$ cat src/rtl/tick_gen_pkg.sv
// Shared constants, types and helpers for the multi-channel tick generator.
package tick_gen_pkg;

    // Half-period counts for common rates from a 50 MHz system clock.
    localparam int unsigned DEFAULT_HALF_50M = 25_000_000;  // 1 Hz
    localparam int unsigned DEFAULT_HALF_1K  = 25_000;      // 1 kHz

    // Width of the counter fields in the debug view of one channel.
    localparam int unsigned STATE_CNT_W = 32;

    // Flattened view of one channel's architectural state.
    typedef struct packed {
        logic [STATE_CNT_W-1:0] cnt;
        logic [STATE_CNT_W-1:0] half_q;
        logic [STATE_CNT_W-1:0] pend_q;
        logic                   pend_v;
        logic                   out_clk;
        logic                   tick;
    } ch_state_t;

    // Channel index width; never below one bit so a single channel still has a select.
    function automatic int unsigned CH_IDX_W(input int unsigned n);
        return (n <= 1) ? 1 : $clog2(n);
    endfunction

endpackage

$ cat src/rtl/tick_gen_channel.sv
// One programmable clock-enable channel: half-period counter, square-wave toggle,
// rising-edge tick and a one-deep pending config that commits only at a boundary.
module tick_gen_channel
    import tick_gen_pkg::*;
#(
    parameter int unsigned CNT_W        = 32,
    parameter int unsigned DEFAULT_HALF = DEFAULT_HALF_50M
) (
    input  logic             clk,
    input  logic             rst,
    input  logic             en,
    input  logic             sync,
    input  logic             wr,
    input  logic [CNT_W-1:0] wr_half,
    output logic             out_clk,
    output logic             tick,
    output logic             pend_v
);

    logic [CNT_W-1:0] cnt_q;
    logic [CNT_W-1:0] half_q;
    logic [CNT_W-1:0] pend_q;
    logic [CNT_W-1:0] eff;
    logic [CNT_W-1:0] last;
    logic             at_term;
    logic             boundary;
    logic             apply;

    // Terminal-count decode; a programmed zero behaves as one so the channel never stalls.
    always_comb begin
        eff      = (half_q == '0) ? CNT_W'(1) : half_q;
        last     = eff - CNT_W'(1);
        at_term  = (cnt_q == last);
        boundary = !en || sync || at_term;
        apply    = pend_v && boundary;
    end

    // Counter and divided-clock phase; disable and sync both park the channel at phase zero.
    always_ff @(posedge clk or posedge rst) begin
        if (rst) begin
            cnt_q   <= '0;
            out_clk <= 1'b0;
            tick    <= 1'b0;
        end else if (!en || sync) begin
            cnt_q   <= '0;
            out_clk <= 1'b0;
            tick    <= 1'b0;
        end else if (at_term) begin
            cnt_q   <= '0;
            out_clk <= ~out_clk;
            tick    <= ~out_clk;  // strobe only on the low-to-high toggle
        end else begin
            cnt_q   <= cnt_q + CNT_W'(1);
            tick    <= 1'b0;
        end
    end

    // Pending half-period: captured on a write, committed only at a half-period boundary
    // so an in-flight half-period is never shortened or stretched.
    always_ff @(posedge clk or posedge rst) begin
        if (rst) begin
            half_q <= CNT_W'(DEFAULT_HALF);
            pend_q <= '0;
            pend_v <= 1'b0;
        end else if (apply) begin
            half_q <= pend_q;
            pend_v <= 1'b0;
        end else if (wr) begin
            pend_q <= wr_half;
            pend_v <= 1'b1;
        end
    end

endmodule

$ cat src/rtl/multi_channel_tick_gen.sv
// NUM_CH independent clock-enable generators sharing one valid/ready config port
// and a global phase-realign pulse.
module multi_channel_tick_gen
    import tick_gen_pkg::*;
#(
    parameter int unsigned NUM_CH       = 3,
    parameter int unsigned CNT_W        = 32,
    parameter int unsigned DEFAULT_HALF = DEFAULT_HALF_50M
) (
    input  logic                          clk,
    input  logic                          rst,
    input  logic [NUM_CH-1:0]             ch_en,
    input  logic                          sync,
    input  logic                          cfg_valid,
    output logic                          cfg_ready,
    input  logic [CH_IDX_W(NUM_CH)-1:0]   cfg_ch,
    input  logic [CNT_W-1:0]              cfg_half,
    output logic [NUM_CH-1:0]             out_clk,
    output logic [NUM_CH-1:0]             tick
);

    localparam int unsigned CH_W = CH_IDX_W(NUM_CH);

    logic [NUM_CH-1:0] pend_v;
    logic [NUM_CH-1:0] wr;

    // Config decode: ready follows the addressed channel's pending flag; an out-of-range
    // channel reads as ready and its write matches no channel, so it is dropped.
    always_comb begin
        cfg_ready = 1'b1;
        wr        = '0;
        for (int i = 0; i < NUM_CH; i++) begin
            if (cfg_ch == CH_W'(i)) begin
                cfg_ready = !pend_v[i];
                wr[i]     = cfg_valid && !pend_v[i];
            end
        end
    end

    for (genvar g = 0; g < NUM_CH; g++) begin : g_ch
        tick_gen_channel #(
            .CNT_W        (CNT_W),
            .DEFAULT_HALF (DEFAULT_HALF)
        ) u_channel (
            .clk     (clk),
            .rst     (rst),
            .en      (ch_en[g]),
            .sync    (sync),
            .wr      (wr[g]),
            .wr_half (cfg_half),
            .out_clk (out_clk[g]),
            .tick    (tick[g]),
            .pend_v  (pend_v[g])
        );
    end

endmodule

$ cat config.mk
export PLATFORM = sky130hd
export DESIGN_NAME = multi_channel_tick_gen
export DESIGN_NICKNAME = d
export VERILOG_FILES = /design/src/rtl/tick_gen_pkg.sv /design/src/rtl/tick_gen_channel.sv /design/src/rtl/multi_channel_tick_gen.sv
export SDC_FILE = /design/constraint.sdc
export NUM_CORES = 1
export LEC_CHECK = 0
export ABC_AREA = 1
export CAP_MARGIN = 10
export CORE_MARGIN = 4
export CORE_UTILIZATION = 49
export CTS_CLUSTER_DIAMETER = 100
export DETAILED_ROUTE_END_ITERATION = 12
export HOLD_SLACK_MARGIN = 0.03
export PLACE_DENSITY = 0.66
export SYNTH_ARGS = -nofsm -noshare
export SYNTH_HDL_FRONTEND = slang
export SYNTH_SLANG_ARGS = --single-unit
$ cat constraint.sdc
create_clock -name clk -period 13.8 [get_ports clk]
set_input_delay 2.07 -clock clk [delete_from_list [all_inputs] [get_ports clk]]
set_output_delay 2.07 -clock clk [all_outputs]
set_load 0.05 [all_outputs]
After elaboration in Yosys (flattened, before gate mapping)
Cells that the tools add are included.
{ "classes": {"addsub": 6, "n_eq_ne": 5, "mux": 33, "n_bitwise": 6, "n_reduce_logical": 31} }
{ "ops": {"columns": ["op", "count"], "rows": [
  ["32-bit two-way mux", 9],
  ["32-bit by 1-bit adder with 32-bit output, second input constant", 3],
  ["32-bit equality test", 3],
  ["32-bit zero test", 3],
  ["32-bit by 1-bit subtractor with 32-bit output, second input constant", 3],
  ["1-bit two-way mux", 24],
  ["2-bit nonzero test", 6],
  ["1-bit logical AND", 6],
  ["1-bit zero test", 6],
  ["1-bit logical OR", 6],
  ["1-bit inverter", 6],
  ["2-bit AND reduction", 3],
  ["2-bit by 1-bit equality test with 1-bit output, second input constant", 1],
  ["2-bit equality test, second input constant", 1],
  ["2-bit zero test", 1]
]} }
{ "totals": {"regBits": 297, "inputBits": 41} }

Depth between registers and ports, before layout
{ "depth": {"word_depth": 8, "depth_mapped": 26, "ltp_nobuf": 23} }

Hierarchy
Synthesis repeated with hierarchy kept, for this count alone.
{ "hier_totals": {"cells_unflattened": 2264, "hier_area_um2": 17525.6} }
{ "by_module_without_submodules": {"columns": ["module", "instances", "cells_per_inst", "area_each_um2", "seq_area_each_um2"], "rows": [
  ["tick_gen_channel (g_ch[0].u_channel ...)", 2, 735, 5784.3, 2492.4],
  ["tick_gen_channel (g_ch[2].u_channel)", 1, 781, 5890.6, 2492.4],
  ["multi_channel_tick_gen", 1, 13, 66.3, 0.0]
]} }

Least setup slack after synthesis
OpenSTA, ideal clock, no wires.
{ "synth_timing": {"kind": "input-to-output", "start": "input cfg_ch[0]", "end": "output cfg_ready", "arrival_time_ns": 2.826, "t_required_ns": 11.730, "path_slack_ns": 8.904, "cell_stages": 2, "cell_sequence": "or3_1 > nand3_1"} }
{ "synth_via": {"elab_chain_len": 4, "word_cells_on_any_way": 6, "classes_between": "eq/ne: 2; mux: 3; reduce/logical: 1"} }
{ "synth_lines": {"columns": ["element", "line_no", "source"], "rows": [
  ["start, declared", "multi_channel_tick_gen.sv:16", "input logic [CH_IDX_W(NUM_CH)-1:0] cfg_ch,"],
  ["2-bit zero test", "multi_channel_tick_gen.sv:33", "if (cfg_ch == CH_W'(i)) begin"],
  ["1-bit two-way mux (2 in series)", "multi_channel_tick_gen.sv:33", null],
  ["1-bit two-way mux *", "multi_channel_tick_gen.sv:33", null],
  ["end, declared", "multi_channel_tick_gen.sv:15", "output logic cfg_ready,"]
]} }
Mark *: on every way between the ends. The rest lies on a longest branch, timed or not.

Worst setup path after layout
{ "layout_timing": {"start": "input cfg_ch[1]", "end": "output cfg_ready"} }
Same word-level chain as after synthesis.

==> metrics.csv <==
stage;metric;value;unit
worst_hold_path;hold_class;reg2reg;
finish;n_antenna_cell;0;
floorplanning;fp.dieW;196.3;um
setup_path;critPathMaxStageDelay;0.81;ns
synth;synth_nets;2400;
sta;rsz0062_at_grt;false;
setup_path;cp-start-kind;primary input;
setup_path;arrival;3.84;ns
sta;max_freq;169.1;MHz
synth;syn_area;17380;sq um
place;dpl.hpwl;36.54;mm
clock_tree;htreeDepth;2;
run;drv_cap;0;
routing;drt_iter0_drc;1125;
floorplanning;die_area;38550;sq um
synth;yosys_warnings;0;
global_route;grt_usage;25.21;%
setup_path;cp_common_cell;clkdlybuf4s50_1;
setup_path;path_max_fanout;3;
sta;finalMaxSlewViolations;0;
routing;drt_wl_total;48.32;mm
routing;dr.pass1.iters;5;
clock_tree;clk_pin_slew;0.06;ns
synth;synth_top_area_share;37.58;%
global_route;antenna_found_initial;0;
setup_path;worstPathRequired;11.73;ns
synth;yosysMostFrequentCell;nand2_1;
setup_path;r2r_slack;8.86;ns
setup_path;cpMaxStageDelayCell;clkdlybuf4s50_1;
run_status;outcome;finished, final reports clean;
clock_tree;ctsHoldBuffers;0;
sta;final.period_utilization;42.85;%
sta;period_needed;5.913;ns
sta;fin_worst_skew;0.01088;ns
setup_path;endpoint;cfg_ready;
setup_path;worstSetupEndpointType;primary output;
clock_tree;clk_latency;0.53;ns
floorplanning;fp.dieH;196.3;um
synth;synthFlopType;dfrtp_1;
power;peakVddDrop;0.09657;mV
setup_path;ff2ff_path_depth;21;
place;port-buffer-count;47;
global_route;grt_pass1_wl;78.28;mm
global_route;grt_max_degree;96;
routing;avgRoutedWirePerCell;16.95;um
synth;synth_common_cells;nand2_1, nor2_1, dfrtp_1;
power;power_density;169.7;nW/um^2
routing;vias;15080;
clock_tree;cts_buffers;34;
synth;netlist_instances;2353;
finish;drive_gt1_share;6.302;%
floorplanning;num_rows;68;
setup_path;r2r_end;g_ch[1].u_channel.half_q[27];
synth;ys_ff_latch;297;
place;post_dp_cell_area;18090;sq um
synth;syn_avg_cell_area;7.387;sq um
setup_path;cp-startpoint;cfg_ch[1];
synth;synth_area_leaders;dfrtp_1, nand2_1, nor2_1, nand3_1, xor2_1;
floorplanning;ios;48;
finish;area_delta_synth_final;10.54;%
setup_path;timing.rr.start;g_ch[1].u_channel.half_q[13];
finish;fill_cells;3380;
clock_tree;cts_buffer_depth;3;
place;place_congestion;0.9750;
clock_tree;cts_resized;0;
finish;fin_nets;2420;
synth;seq_area_frac_synth;43.02;%
clock_tree;cts_tree;built;
clock_tree;cts_setup_buffers;0;
clock_tree;cts-root-buf;clkbuf_16;
synth;ys_async_sr_fraction;100.0;%
synth;synth_top_cell_by_area;dfrtp_1;
sta;setup_viol;0;
global_route;grt-ovfl-total;0;
sta;worstMarginPinSlew;1.071;ns
sta;maxSlewHeadroom;28.42;%
clock_tree;clock-sinks;297;
power;leakagePower;0.009209;uW
synth;ys_types;40;
setup_path;crit_type;in2out;
floorplanning;start_util;49.95;%
synth;synth_edf_count;0;
finish;fin_area;19210;sq um
routing;drc;0;
sta;totalNegativeSetupSlack;0;ns
sta;hold_viol_final;0;
setup_path;cp_cell_sequence;clkdlybuf4s50_1 -> inv_1 -> or3_1 -> nand3_1 -> clkdlybuf4s50_1;
floorplanning;core-area;34800;sq um
global_route;grt_pass1_vias;14460;
routing;vias_per_cell;5.290;
routing;ant_nets;0;
==> cell usage in the layout, fill, tap and decap left out, drive strengths merged, types with 11 or more instances in the layout <==
cell,netlist,final
nand2,612,612
nor2,359,359
inv,261,262
dfrtp,261,261
nand3,243,243
xor2,131,131
o21ai,124,124
xnor2,67,67
nor3,56,56
nand4,48,48
clkdlybuf4s50,0,47
clkbuf,35,47
dfstp,36,36
a21oi,19,19
nor4,14,14
nand3b,11,11
buf,39,11
==> power breakdown <==
group / internal [uW] / switching (uW) / total [uW] / leakage, uW
Clock: 540 / 366 / 906 / 0.000531
Combinational: 379 / 713 / 1090 / 0.00487
Sequential: 1060 / 201 / 1260 / 0.00381
Total: 1980 / 1280 / 3260 / 0.00921
==> stage by stage <==
step	util [%]	std cells	hold WS (ns)	power, uW	setup slack [ns]
after floorplan	-	2353	0.4515	2045	3.585
after global placement	51.99	2791	0.4675	2336	7.901
after detailed placement	51.99	2791	0.4740	2353	7.883
after CTS	55.16	2850	0.4873	3275	7.872
after global routing	55.21	2851	0.4994	3493	7.799
final	55.21	2851	0.4871	3261	7.887
==> layer usage <==
layer	global-route usage [%]	share of wire [%]	vias up
met5	0	0	-
met2	38.61	44	408
met4	7.086	2.4	0
met1	37.75	48	7132
met3	3.470	5.9	67
li1	-	-	7474
==> layout make-up <==
class / instances / area [sq um] / share of cell area [%]
inverter: 261 / 987.2 / 5.138
multi-input combinational: 1721 / 8513 / 44.31
timing repair buffer: 58 / 565.5 / 2.943
tap: 455 / 569.3 / 2.963
clock buffer: 47 / 950.9 / 4.949
sequential: 297 / 7477 / 38.92
clock inverter: 12 / 150.1 / 0.7815
==> sequential cells by signal, summed over array words and instances (netlist names) <==
| signal | count |
|---|---|
| g_ch.u_channel.half_q | 96 |
| g_ch.u_channel.pend_v | 3 |
| g_ch.u_channel.tick | 3 |
| g_ch.u_channel.out_clk | 3 |
| g_ch.u_channel.pend_q | 96 |
| g_ch.u_channel.cnt_q | 96 |
==> kinds of logic (layout without fill, tap and decap cells) <==
| family | count (synthesis) | in the layout | synth area share (%) |
|---|---|---|---|
| AO/OA/AOI/OAI | 158 | 158 | 4.794 |
| XOR/XNOR | 198 | 198 | 9.977 |
| adder cells (fa/ha/maj) | 6 | 6 | 0.4319 |
| buffers and inverters | 335 | 378 | 8.048 |
| flip-flops | 297 | 297 | 43.02 |
| AND/OR/NAND/NOR | 1359 | 1359 | 33.73 |
==> worst max-delay path: cells and delay by family <==
family                 cells  cell delay [ns]
buffers and inverters      3             1.36
and+or+nand+nor            2             0.41
==> worst min-delay path by stage <==
stage / start / depth (start not counted) / slack, ns / endpoint
5_1_grt: g_ch[1].u_channel.pend_q[29] / 2 / 0.50 / g_ch[1].u_channel.pend_q[29]
3_5_place_dp: g_ch[1].u_channel.pend_q[1] / 2 / 0.47 / g_ch[1].u_channel.pend_q[1]
6_report: g_ch[0].u_channel.pend_q[29] / 2 / 0.49 / g_ch[0].u_channel.pend_q[29]
2_1_floorplan: g_ch[0].u_channel.cnt_q[0] / 1 / 0.45 / g_ch[0].u_channel.cnt_q[0]
3_3_place_gp: g_ch[0].u_channel.pend_q[31] / 2 / 0.47 / g_ch[0].u_channel.pend_q[31]
4_1_cts: g_ch[1].u_channel.half_q[11] / 2 / 0.49 / g_ch[1].u_channel.half_q[11]
No activity file was read; power rests on OpenSTA's default activity.
